--- src/rtl/tcp_rx_ctrl.sv ---
// rtl/tcp_rx_ctrl.sv - control FSM for the TCP receive datapath
//
// Purpose: sequences each accepted header through CAM lookup, flow-state read,
// ack/window calc, state write-back plus scheduler update, and destination
// hand-off. SYN misses take the slow path instead: flowid allocation, then the
// new-flow table write, app notification and SYN-ACK enqueue as three
// independent handshakes. No packet data is held here; only strobes and
// request valids.
//
// Ports:
//   clk, rst                         clock, async active-high reset
//   src_tcp_rx_hdr_val/_rdy, src_syn_flag      inbound header handshake
//   ctrl_datap_save_input, read_flow_cam_val,
//   store_flowid_cam, read_flow_cam_hit        accept-cycle lookup strobes
//   flowid_manager_req/_avail, store_flowid_manager   flowid allocation
//   flow_state_rd_req_val, ctrl_datap_save_flow_state  flow-state read
//   ctrl_datap_save_calcs                      calc results latch
//   next_rx_state_wr_req_val, rx_tail_ptr_wr_req_val,
//   tx_head_ptr_wr_req_val, rx_sched_update_val  write-back strobes
//   tcp_rx_dst_hdr_val / dst_tcp_rx_hdr_rdy    destination handshake
//   new_flow_*, app_new_flow_notif_*,
//   slow_path_send_pkt_enqueue_*               slow-path handshakes
//   pkt_drop_cnt                               saturating drop counter
module tcp_rx_ctrl #(
  parameter int RD_LATENCY = 2,
  parameter int CNT_W      = 16
) (
  input  logic             clk,
  input  logic             rst,
  input  logic             src_tcp_rx_hdr_val,
  output logic             tcp_rx_src_hdr_rdy,
  input  logic             src_syn_flag,
  output logic             ctrl_datap_save_input,
  output logic             read_flow_cam_val,
  input  logic             read_flow_cam_hit,
  output logic             store_flowid_cam,
  output logic             flowid_manager_req,
  input  logic             flowid_manager_avail,
  output logic             store_flowid_manager,
  output logic             flow_state_rd_req_val,
  output logic             ctrl_datap_save_flow_state,
  output logic             ctrl_datap_save_calcs,
  output logic             next_rx_state_wr_req_val,
  output logic             rx_tail_ptr_wr_req_val,
  output logic             tx_head_ptr_wr_req_val,
  output logic             rx_sched_update_val,
  output logic             tcp_rx_dst_hdr_val,
  input  logic             dst_tcp_rx_hdr_rdy,
  output logic             new_flow_val,
  input  logic             new_flow_rdy,
  output logic             app_new_flow_notif_val,
  input  logic             app_new_flow_notif_rdy,
  output logic             slow_path_send_pkt_enqueue_val,
  input  logic             slow_path_send_pkt_enqueue_rdy,
  output logic [CNT_W-1:0] pkt_drop_cnt
);

  localparam int WAIT_W = $clog2(RD_LATENCY + 1);

  typedef enum logic [2:0] {
    IDLE,
    RD_REQ,
    RD_WAIT,
    CALC,
    WRITE,
    DST,
    FLOWID_REQ,
    NEW_FLOW
  } state_t;

  state_t            state;
  logic [WAIT_W-1:0] wait_cnt;
  logic              nf_done;
  logic              notif_done;
  logic              enq_done;
  logic [CNT_W-1:0]  drop_cnt;

  logic accept;
  logic nf_hs;
  logic notif_hs;
  logic enq_hs;
  logic all_done;
  logic wait_last;

  // Lookup strobes fire in the accept cycle because the CAM tag comes
  // straight from the unregistered header inputs.
  assign accept = (state == IDLE) && src_tcp_rx_hdr_val && !rst;

  assign tcp_rx_src_hdr_rdy    = (state == IDLE) && !rst;
  assign ctrl_datap_save_input = accept;
  assign read_flow_cam_val     = accept;
  assign store_flowid_cam      = accept;

  assign flowid_manager_req   = (state == FLOWID_REQ);
  assign store_flowid_manager = (state == FLOWID_REQ) && flowid_manager_avail;

  // wait_cnt is loaded with RD_LATENCY in RD_REQ, so the count of 1 lands
  // exactly RD_LATENCY cycles after the read request.
  assign wait_last                  = (wait_cnt == WAIT_W'(1));
  assign flow_state_rd_req_val      = (state == RD_REQ);
  assign ctrl_datap_save_flow_state = (state == RD_WAIT) && wait_last;
  assign ctrl_datap_save_calcs      = (state == CALC);

  assign next_rx_state_wr_req_val = (state == WRITE);
  assign rx_tail_ptr_wr_req_val   = (state == WRITE);
  assign tx_head_ptr_wr_req_val   = (state == WRITE);
  assign rx_sched_update_val      = (state == WRITE);

  assign tcp_rx_dst_hdr_val = (state == DST);

  // Each slow-path valid drops the cycle after its own handshake completes.
  assign new_flow_val                   = (state == NEW_FLOW) && !nf_done;
  assign app_new_flow_notif_val         = (state == NEW_FLOW) && !notif_done;
  assign slow_path_send_pkt_enqueue_val = (state == NEW_FLOW) && !enq_done;

  assign nf_hs    = new_flow_val && new_flow_rdy;
  assign notif_hs = app_new_flow_notif_val && app_new_flow_notif_rdy;
  assign enq_hs   = slow_path_send_pkt_enqueue_val && slow_path_send_pkt_enqueue_rdy;
  // Counts a handshake completing this cycle, so simultaneous finishes exit at once.
  assign all_done = (nf_done || nf_hs) && (notif_done || notif_hs) && (enq_done || enq_hs);

  assign pkt_drop_cnt = drop_cnt;

  always_ff @(posedge clk or posedge rst) begin
    if (rst) begin
      state      <= IDLE;
      wait_cnt   <= '0;
      nf_done    <= 1'b0;
      notif_done <= 1'b0;
      enq_done   <= 1'b0;
      drop_cnt   <= '0;
    end else begin
      case (state)
        IDLE: begin
          if (src_tcp_rx_hdr_val) begin
            if (read_flow_cam_hit && !src_syn_flag) begin
              state <= RD_REQ;
            end else if (!read_flow_cam_hit && src_syn_flag) begin
              state <= FLOWID_REQ;
            end else if (drop_cnt != {CNT_W{1'b1}}) begin
              drop_cnt <= drop_cnt + 1'b1;
            end
          end
        end
        RD_REQ: begin
          wait_cnt <= WAIT_W'(RD_LATENCY);
          state    <= RD_WAIT;
        end
        RD_WAIT: begin
          wait_cnt <= wait_cnt - 1'b1;
          if (wait_last) begin
            state <= CALC;
          end
        end
        CALC: begin
          state <= WRITE;
        end
        WRITE: begin
          state <= DST;
        end
        DST: begin
          if (dst_tcp_rx_hdr_rdy) begin
            state <= IDLE;
          end
        end
        FLOWID_REQ: begin
          if (flowid_manager_avail) begin
            state <= NEW_FLOW;
          end else begin
            state <= IDLE;
            if (drop_cnt != {CNT_W{1'b1}}) begin
              drop_cnt <= drop_cnt + 1'b1;
            end
          end
        end
        NEW_FLOW: begin
          if (all_done) begin
            nf_done    <= 1'b0;
            notif_done <= 1'b0;
            enq_done   <= 1'b0;
            state      <= IDLE;
          end else begin
            if (nf_hs) nf_done <= 1'b1;
            if (notif_hs) notif_done <= 1'b1;
            if (enq_hs) enq_done <= 1'b1;
          end
        end
        default: begin
          state <= IDLE;
        end
      endcase
    end
  end

endmodule

--- config.mk ---
export PLATFORM = sky130hd
export DESIGN_NAME = tcp_rx_ctrl
export DESIGN_NICKNAME = d
export VERILOG_FILES = /design/src/rtl/tcp_rx_ctrl.sv
export SDC_FILE = /design/constraint.sdc
export NUM_CORES = 1
export LEC_CHECK = 0
export ABC_AREA = 1
export CAP_MARGIN = 20
export CORE_ASPECT_RATIO = 1.5
export CORE_MARGIN = 4
export CORE_UTILIZATION = 50
export CTS_BUF_LIST = sky130_fd_sc_hd__clkbuf_4
export CTS_CLUSTER_DIAMETER = 30
export DETAILED_ROUTE_END_ITERATION = 12
export HOLD_SLACK_MARGIN = 0.06
export PLACE_DENSITY = 0.82
export SYNTH_ARGS = -nofsm -noshare
export SYNTH_HDL_FRONTEND = slang
export SYNTH_SLANG_ARGS = --single-unit
--- constraint.sdc ---
create_clock -name clk -period 1.8 [get_ports clk]
set_clock_uncertainty 0.1 [all_clocks]
set_input_delay 0.27 -clock clk [delete_from_list [all_inputs] [get_ports clk]]
set_output_delay 0.27 -clock clk [all_outputs]
set_load 0.03 [all_outputs]
==> results of run 1 <==
==> sequential cells by signal, indices dropped and copies added, names as in the netlist <==
| signal | cells |
|---|---|
| enq_done | 1 |
| wait_cnt | 2 |
| pkt_drop_cnt | 16 |
| nf_done | 1 |
| notif_done | 1 |
| state | 3 |
==> final cells by class <==
class | count | area, µm² | share of cell area, %
Clock inverter | 1 | 30.03 | 1.331
Timing Repair Buffer | 59 | 539.3 | 23.90
Clock buffer | 3 | 22.52 | 0.9983
Tap cell | 40 | 50.05 | 2.219
Inverter | 32 | 125.1 | 5.546
Multi-Input combinational cell | 167 | 883.3 | 39.16
Sequential cell | 24 | 605.6 | 26.84
==> cells in the final DEF, fill, tap and decap left out, types with 2 or more instances in the layout <==
master,netlist,routed
nor2_1,22,21
nand3_2,2,3
nand2_4,2,3
clkdlybuf4s50_1,0,9
inv_1,30,27
inv_2,2,4
nor3_1,5,4
buf_6,3,10
dfrtp_1,24,20
xor2_1,6,6
nor2_2,2,2
o21ai_0,2,2
nand3_1,14,12
nand2_2,1,2
nor2_4,1,2
buf_4,6,23
dfrtp_2,0,4
nand2_1,81,80
xnor2_1,6,6
dlygate4sd2_1,0,15
a21oi_1,4,4
clkbuf_4,0,3
nand4_1,9,9
nor3_4,1,2
==> synth_stat cells (all sizes together) <==
library cell	count
nand2	84
inv	32
nor2	25
dfrtp	24
nand3	16
buf	10
nand4	9
nor3	6
xnor2	6
xor2	6
a21oi	4
o21ai	3
ha	2
and2	1
nand3b	1
o21bai	1
o31ai	1
or2	1
==> where the power goes <==
group          total, µW  switching, µW  leakage (µW)  internal [µW]
combinational       1800           1090      0.000924            707
clock                385            160     0.0000279            225
sequential           825            147      0.000307            678
total               3010           1400       0.00126           1610
==> repair_timing <==
action	in CTS	in global routing
pin swaps	2	4
setup endpoints to repair	24	32
endpoints found under the hold margin	0	0
setup buffers	7	3
cloned	0	1
gates resized for setup	27	15
==> logic make-up after synthesis <==
| kind of cell | Yosys count | share of synthesized area, % |
|---|---|---|
| compound gates | 9 | 3.290 |
| xor+xnor | 12 | 6.427 |
| fa+ha+maj | 2 | 1.530 |
| buf+inv | 42 | 12.47 |
| flops | 24 | 36.73 |
| simple gates | 143 | 39.56 |
==> through the flow <==
step	power [µW]	instances	worst slack [ns]
floorplan	1978	232	0.01002
global placement	2320	311	0.02479
detailed placement	2359	311	0.008564
CTS	2878	322	-0.08349
global route	3252	326	-0.1676
finish	3008	326	-0.06746
==> tightest hold or removal path, stage by stage <==
cell and delay, ns:
clkdlybuf4s50_1 0.47, inv_1 0.08, buf_4 0.30
==> worst max path at each step <==
stage	start	endpoint	cells past startpoint
floorplan	pkt_drop_cnt[1]	pkt_drop_cnt[2]	9
global placement	src_syn_flag	pkt_drop_cnt[14]	10
detailed placement	src_syn_flag	pkt_drop_cnt[5]	10
CTS	state[0]	read_flow_cam_val	4
global route	state[2]	read_flow_cam_val	4
finish	state[2]	read_flow_cam_val	4
==> per-layer routing <==
| layer | global-route usage (%) | wire length [µm] | vias to the layer above |
|---|---|---|---|
| li1 | - | - | 830 |
| met1 | 21.81 | 1558 | 754 |
| met2 | 41.35 | 2327 | 49 |
| met3 | 1.898 | 157 | 9 |
| met4 | 6.983 | 97 | 0 |
| met5 | 0 | 0 | - |
==> flow_summary_export.csv, run 1 <==
group,metric,value,unit
status,status,"finished with violations",
status,violations,"setup timing",
synthesis,ys_types,28,
drt,routed_via_density,5.037,
critical_path,crit_fanout,7,
synthesis,synth_area,1635,µm²
global_route,antenna_found_initial,0,
floorplanning,die_w,54.70,µm
drt,wl,4.142,mm
critical_path,crit_top_cell,"nor3_4",
layout,nFillCells,274,
sta,hold_viol_final,0,
clock_network,clock_latency,0.32,ns
synthesis,yosysTopAreaCell,"dfrtp_1",
clock_network,h-tree-depth,1,
synthesis,yosysSeqAreaShare,36.73,%
clock_network,cts_tree,"built",
global_route,first_global_vias,1676,
clock_network,cts_buffers,3,
synthesis,yosysWarnings,0,
layout,drive_gt1_share,22.73,%
run,maxCapViolations,0,
sta,max_freq,535.5,MHz
sta,slew_violations,0,
placed_design,hpwl,2.823,mm
sta,setup_tns,-0.3255,ns
clock_network,clock_sink_count,24,
floorplanning,start_util,51.76,%
drt,num_vias,1642,
clock_network,clock_path_buffers,2,
layout,syn_to_final_growth,37.95,%
clock_network,cts_hold_buf,0,
floorplanning,dieArea,4269,µm²
synthesis,netlist_instances,232,
sta,setup_violations,6,
clock_network,clk_pin_slew,0.14,ns
power,power_density,1333,nW/µm²
placed_design,port_buffers,42,
layout,finish.utilization,71.41,%
critical_path,critical-path-slowest-cell,"dfrtp_2",
placed_design,placed_cell_area,2057,µm²
drt,drc,0,
drt,dr.pass1.iters,4,
power,ir_drop,1.021,mV
sta,grt_setup_unrepaired,"true",
floorplanning,core,3159,µm²
critical_path,path_buf_inv,2,
synthesis,yosys-top-cells-area,"dfrtp_1, nand2_1, inv_1, nor2_1, nand3_1",
synthesis,yosys.area.top_type_share,36.73,%
drt,first_iter_violations,55,
floorplanning,num_rows,25,
power,power_leakage,0.001259,µW
critical_path,rrSetupSlack,0.12,ns
sta,timing.final.crit_share,103.7,%
global_route,grt.overflow.total,0,
worst_hold_path,hold_path.class,"input pin to async pin",
sta,holdWs,0.2874,ns
critical_path,path_class,"flop to output pin",
drt,ant_nets,0,
critical_path,path_delay_family,"flip-flops",
synthesis,synth_nets,244,
global_route,grt_usage,21.29,%
floorplanning,die_y,78.05,µm
global_route,grt_pass1_wl,6.858,mm
global_route,grt_start_max_net_pins,25,
layout,fin_area,2256,µm²
critical_path,start_kind,"flop",
critical_path,critPathCaptureType,"output pin",
critical_path,crit-reg2reg-launch,"pkt_drop_cnt[4]",
drt,wl_per_cell,12.71,µm
sta,setup_ws,-0.06746,ns
layout,diodes,0,
critical_path,max_stage_delay,0.50,ns
placed_design,gp_congestion,0.8300,
critical_path,cp_cell_sequence,"nor3_4, inv_2, nor3_4, buf_6",
synthesis,yosys_register_bits,24,
critical_path,critPathRequiredTime,1.43,ns
sta,worst_pin_slew,0.3305,ns
critical_path,r2r_end,"pkt_drop_cnt[4]",
synthesis,avgSynthCellArea,7.049,µm²
critical_path,reg2reg_depth,8,
floorplanning,ios,43,
layout,final_nets,299,
critical_path,arrival,1.50,ns
sta,min_period,1.867,ns
sta,slew_headroom,78.05,%
clock_network,cts-root-buf,"clkbuf_4",
Note: power is estimated with default switching activity, not from simulation.
==> inputs of run 2 (changes only) <==
Settings changed: GPL_TIMING_DRIVEN set to 0.
==> flow_summary_export.csv, run 2 (same netlist as run 1, synthesis figures left out) <==
group,metric,value,unit
sta,setup_ws,-0.09628,ns
global_route,grt_use_met2,36.37,%
power,power_density,1346,nW/µm²
drt,wl,4.579,mm
critical_path,critPathRequiredTime,1.43,ns
clock_network,clock_latency,0.32,ns
drt,drc,0,
drt,wl_per_cell,13.63,µm
global_route,grt_pass1_wl,6.486,mm
global_route,grt_usage,20.29,%
floorplanning,die_w,54.70,µm
drt,first_iter_violations,28,
sta,setup_violations,11,
placed_design,dp.cells,314,
sta,slew_headroom,39.41,%
layout,final_nets,309,
power,power_leakage,0.001315,µW
run,maxCapViolations,0,
critical_path,arrival,1.53,ns
global_route,met3_usage,1.898,%
critical_path,path_class,"flop to output pin",
global_route,grt.overflow.total,0,
clock_network,cts_hold_buf,0,
global_route,busiest_layer,"met2",
sta,grt_setup_unrepaired,"true",
floorplanning,ios,43,
placed_design,gp_congestion,0.8599,
worst_hold_path,hold_path.class,"flop to flop",
layout,fin_cells,336,
floorplanning,start_util,51.76,%
power,ir_drop,0.9143,mV
critical_path,start_kind,"flop",
status,violations,"setup timing",
clock_network,clock_sink_count,24,
power,p_total,3233,µW
layout,diodes,0,
floorplanning,core,3159,µm²
clock_network,cts_tree,"built",
sta,max_freq,527.3,MHz
floorplanning,die_y,78.05,µm
global_route,use_met1,22.13,%
layout,final_common_cell,"nand2_1",
floorplanning,num_rows,25,
global_route,first_global_vias,1564,
drt,dr.pass1.iters,5,
global_route,grt_start_max_net_pins,25,
status,status,"finished with violations",
layout,final_cell_mix,"nand2_1, buf_4, inv_1, dfrtp_1, nand2_2",
layout,largest_reg_flops,16,
sta,hold_viol_final,0,
clock_network,clk_pin_slew,0.13,ns
critical_path,critPathCaptureType,"output pin",
critical_path,crit_fanout,6,
sta,min_period,1.896,ns
global_route,antenna_found_initial,0,
sta,timing.final.crit_share,105.3,%
layout,nFillCells,266,
sta,slew_violations,0,
clock_network,h-tree-depth,1,
drt,ant_nets,0,
clock_network,cts_buffers,3,
drt,num_vias,1721,
placed_design,hpwl,2.838,mm
floorplanning,dieArea,4269,µm²
sta,worst_pin_slew,0.9078,ns
clock_network,cts-root-buf,"clkbuf_4",
clock_network,clock_path_buffers,2,
layout,syn_to_final_growth,46.90,%
drt,routed_via_density,5.122,
placed_design,port_buffers,42,
layout,drive_gt1_share,33.11,%
## run 2: metrics by stage
stage                     cell area, µm²  worst slack [ns]  util [%]  hold slack (ns)  setup TNS (ns)
after floorplan                     1648           0.01002         -           0.1846               0
after global placement              2118           -0.3414     67.05           0.3950          -2.999
after detailed placement            2118           -0.3531     67.05           0.4101          -3.363
after CTS                           2128          -0.08831     67.37           0.4293         -0.1953
after global routing                2402           -0.1820     76.04           0.4768          -1.889
final                               2402          -0.09628     76.04           0.4225         -0.3833
## run 2: path summary, 6_finish.rpt
kind | from | end | slack (ns) | depth (start not counted)
worst max-delay path | state[0] | read_flow_cam_val | -0.1 | 6
worst min-delay path | wait_cnt[0] | wait_cnt[0] | 0.42 | 1
worst max register to register | state[0] | pkt_drop_cnt[2] | -0.03 | 12
worst min register to register | wait_cnt[0] | wait_cnt[0] | 0.42 | 1
max in group asynchronous | rst | pkt_drop_cnt[8] | 0.54 | 2
min in group asynchronous | rst | pkt_drop_cnt[4] | 0.45 | 2
## run 2: what timing repair did
action	CTS	global route
setup endpoints to repair	34	27
pin swaps	1	14
gates cloned	0	2
setup buffers	3	13
resized for setup	111	65
## run 2: cell type report
type	count	area (µm²)	area share, %
plain buffers	10	97.59	4.063
clock buffers	3	22.52	0.9375
clock inverters	1	3.754	0.1563
inverters	32	120.1	5.000
multi-input cells	166	972.2	40.47
flip-flops and latches	24	605.6	25.21
well taps	40	50.05	2.083
repair buffers	60	530.5	22.08
## run 2: metal layers
layer | routed length, µm | up-vias | share of wire (%)
met4 | 112 | 0 | 2.4
li1 | - | 852 | -
met5 | 0 | - | 0
met1 | 1652 | 806 | 36
met3 | 184 | 11 | 4.0
met2 | 2629 | 52 | 57
## run 2: worst max-delay path: stages, from the launching register on
cell and delay, ns:
dfrtp_1 0.39, buf_6 0.13, nor3_4 0.21, inv_2 0.07
nor3_4 0.14, buf_4 0.14, buf_6 0.12
## run 2: report_power, final
group | internal (µW) | total, µW | switching, µW
registers | 672 | 789 | 117
clock network | 81.4 | 246 | 164
logic | 932 | 2200 | 1270
total | 1690 | 3230 | 1550
==> inputs of run 3 (changes only) <==
Settings changed: ABC_CLOCK_PERIOD_IN_PS set to 2350, CORE_UTILIZATION 50 to 54, PLACE_DENSITY 0.82 to 0.88, SKIP_LAST_GASP set to 1.
Clock period 1.8 ns to 2.35 ns, I/O delays scaled along.
==> flow_summary_export.csv, run 3 (same netlist as run 1, synthesis figures left out) <==
group,metric,value,unit
status,status,"completed",
layout,multi_input_area,842.1,µm²
placed_design,dp.cells,313,
layout,largest_reg_flops,16,
layout,final_nets,293,
global_route,grt_start_max_net_pins,25,
floorplanning,num_rows,24,
placed_design,port_buffers,42,
critical_path,path_class,"flop to output pin",
drt,wl,3.902,mm
sta,timing.final.crit_share,96.15,%
layout,syn_to_final_growth,31.29,%
run,maxCapViolations,0,
sta,hold_viol_final,0,
critical_path,cp_cell_sequence,"buf_6, inv_1, nand2_1, nor2_1, clkdlybuf4s50_1",
worst_hold_path,hold_path.class,"flop to flop",
layout,final_common_cell,"nand2_1",
clock_network,h-tree-depth,1,
clock_network,clock_sink_count,24,
sta,slew_headroom,38.47,%
critical_path,path_buf_inv,3,
power,switching_power,993.4,µW
clock_network,cts_tree,"built",
power,p_seq_share,28.6,%
sta,max_freq,442.6,MHz
layout,nFillCells,248,
layout,final-seq-area,600.6,µm²
critical_path,max_stage_delay,0.67,ns
placed_design,gp_congestion,0.8786,
layout,diodes,0,
critical_path,arrival,1.81,ns
clock_network,clock_latency,0.32,ns
global_route,first_global_vias,1566,
sta,min_period,2.260,ns
power,power_leakage,0.001210,µW
critical_path,path_delay_family,"buffers and inverters",
power,p_sw_share,48.36,%
floorplanning,ios,43,
drt,wl_per_cell,12.23,µm
floorplanning,die_y,75.40,µm
drt,routed_via_density,4.978,
global_route,grt.overflow.total,0,
layout,drive_gt1_share,11.43,%
drt,num_vias,1588,
floorplanning,dieArea,3991,µm²
clock_network,cts_buffers,3,
clock_network,clock_path_buffers,2,
global_route,grt_pass1_wl,6.451,mm
power,clkPwrFrac,9.2,%
power,internal_power,1061,µW
layout,final_cell_mix,"nand2_1, inv_1, clkdlybuf4s50_1, dfrtp_1, nor2_1",
power,power_density,956.8,nW/µm²
clock_network,cts-root-buf,"clkbuf_4",
clock_network,cts_hold_buf,0,
critical_path,critPathRequiredTime,1.90,ns
drt,dr.pass1.iters,4,
drt,first_iter_violations,42,
power,ir_drop,0.7538,mV
sta,slew_violations,0,
critical_path,critPathCaptureType,"output pin",
critical_path,critical-path-slowest-cell,"clkdlybuf4s50_1",
placed_design,place_ws,-0.1159,ns
floorplanning,die_w,52.93,µm
critical_path,crit_fanout,10,
sta,grt_setup_unrepaired,"false",
placed_design,hpwl,3.020,mm
floorplanning,start_util,56.14,%
global_route,antenna_found_initial,0,
sta,setup_violations,0,
power,power_frac_comb,62.2,%
sta,worst_pin_slew,0.9219,ns
layout,fin_cells,319,
drt,ant_nets,0,
sta,setup_ws,0.09041,ns
clock_network,clk_pin_slew,0.13,ns
drt,drc,0,
floorplanning,core,2913,µm²
critical_path,start_kind,"flop",
global_route,grt_usage,21.52,%
run 3: path summary, 6_finish.rpt:
check,cells past startpoint,start,endpoint,slack (ns)
setup / recovery,5,state[1],tcp_rx_dst_hdr_val,0.09
hold / removal,1,wait_cnt[0],wait_cnt[0],0.41
setup reg to reg,9,pkt_drop_cnt[0],pkt_drop_cnt[2],0.53
hold reg to reg,1,wait_cnt[0],wait_cnt[0],0.41
max in group asynchronous,2,rst,pkt_drop_cnt[7],1.05
min in group asynchronous,2,rst,pkt_drop_cnt[15],0.54
run 3: timing repair:
action | 4_1_cts | 5_1_grt
buffers inserted | 0 | 2
endpoints found under the setup margin | 12 | 7
endpoints found under the hold margin | 0 | 0
pin swaps | 0 | 1
resized for setup | 16 | 8
run 3: layout make-up:
class / count / share of cell area [%]
plain buffers: 10 / 3.904
clock buffers: 3 / 1.049
clock inverters: 1 / 0.1748
inverters: 32 / 5.594
multi-input cells: 166 / 39.22
flip-flops and latches: 24 / 27.97
well taps: 39 / 2.273
repair buffers: 44 / 19.81
run 3: worst reg2reg max path, cell delays in order (launching register included):
cell and delay [ns]:
dfrtp_1 0.44, ha_1 0.21, inv_1 0.07, nor2_2 0.21
nand2_1 0.15, o21ai_2 0.23, nor2_4 0.08, buf_6 0.15
nand2_1 0.06, nand2_1 0.05
run 3: power groups by stage:
stage | Combinational (µW) | Sequential, µW | Clock, µW
final | 1280 | 588 | 189
after CTS | 1260 | 588 | 191
after detailed placement | 1280 | 595 | 0
after global routing | 1420 | 604 | 210
after floorplan | 858 | 648 | 0
after global placement | 1240 | 592 | 0
run 3: routing by layer:
layer	part of all wire, %	vias to the layer above	global-route usage [%]
met5	0	-	0
met3	3.5	12	2.740
li1	-	809	-
met2	53	46	40.33
met4	2.9	0	9.943
met1	40	721	23.55
run 3: through the flow:
stage	total power (µW)	hold WS (ns)	utilization [%]	cell area (µm²)	setup TNS, ns
4_1_cts	2042	0.4135	72.94	2125	-0.04346
3_3_place_gp	1835	0.3854	72.25	2105	-0.1299
3_5_place_dp	1878	0.3922	72.25	2105	-0.2510
2_1_floorplan	1506	0.2671	-	1635	0
5_1_grt	2233	0.4664	73.71	2147	0
6_report	2054	0.4133	73.71	2147	0
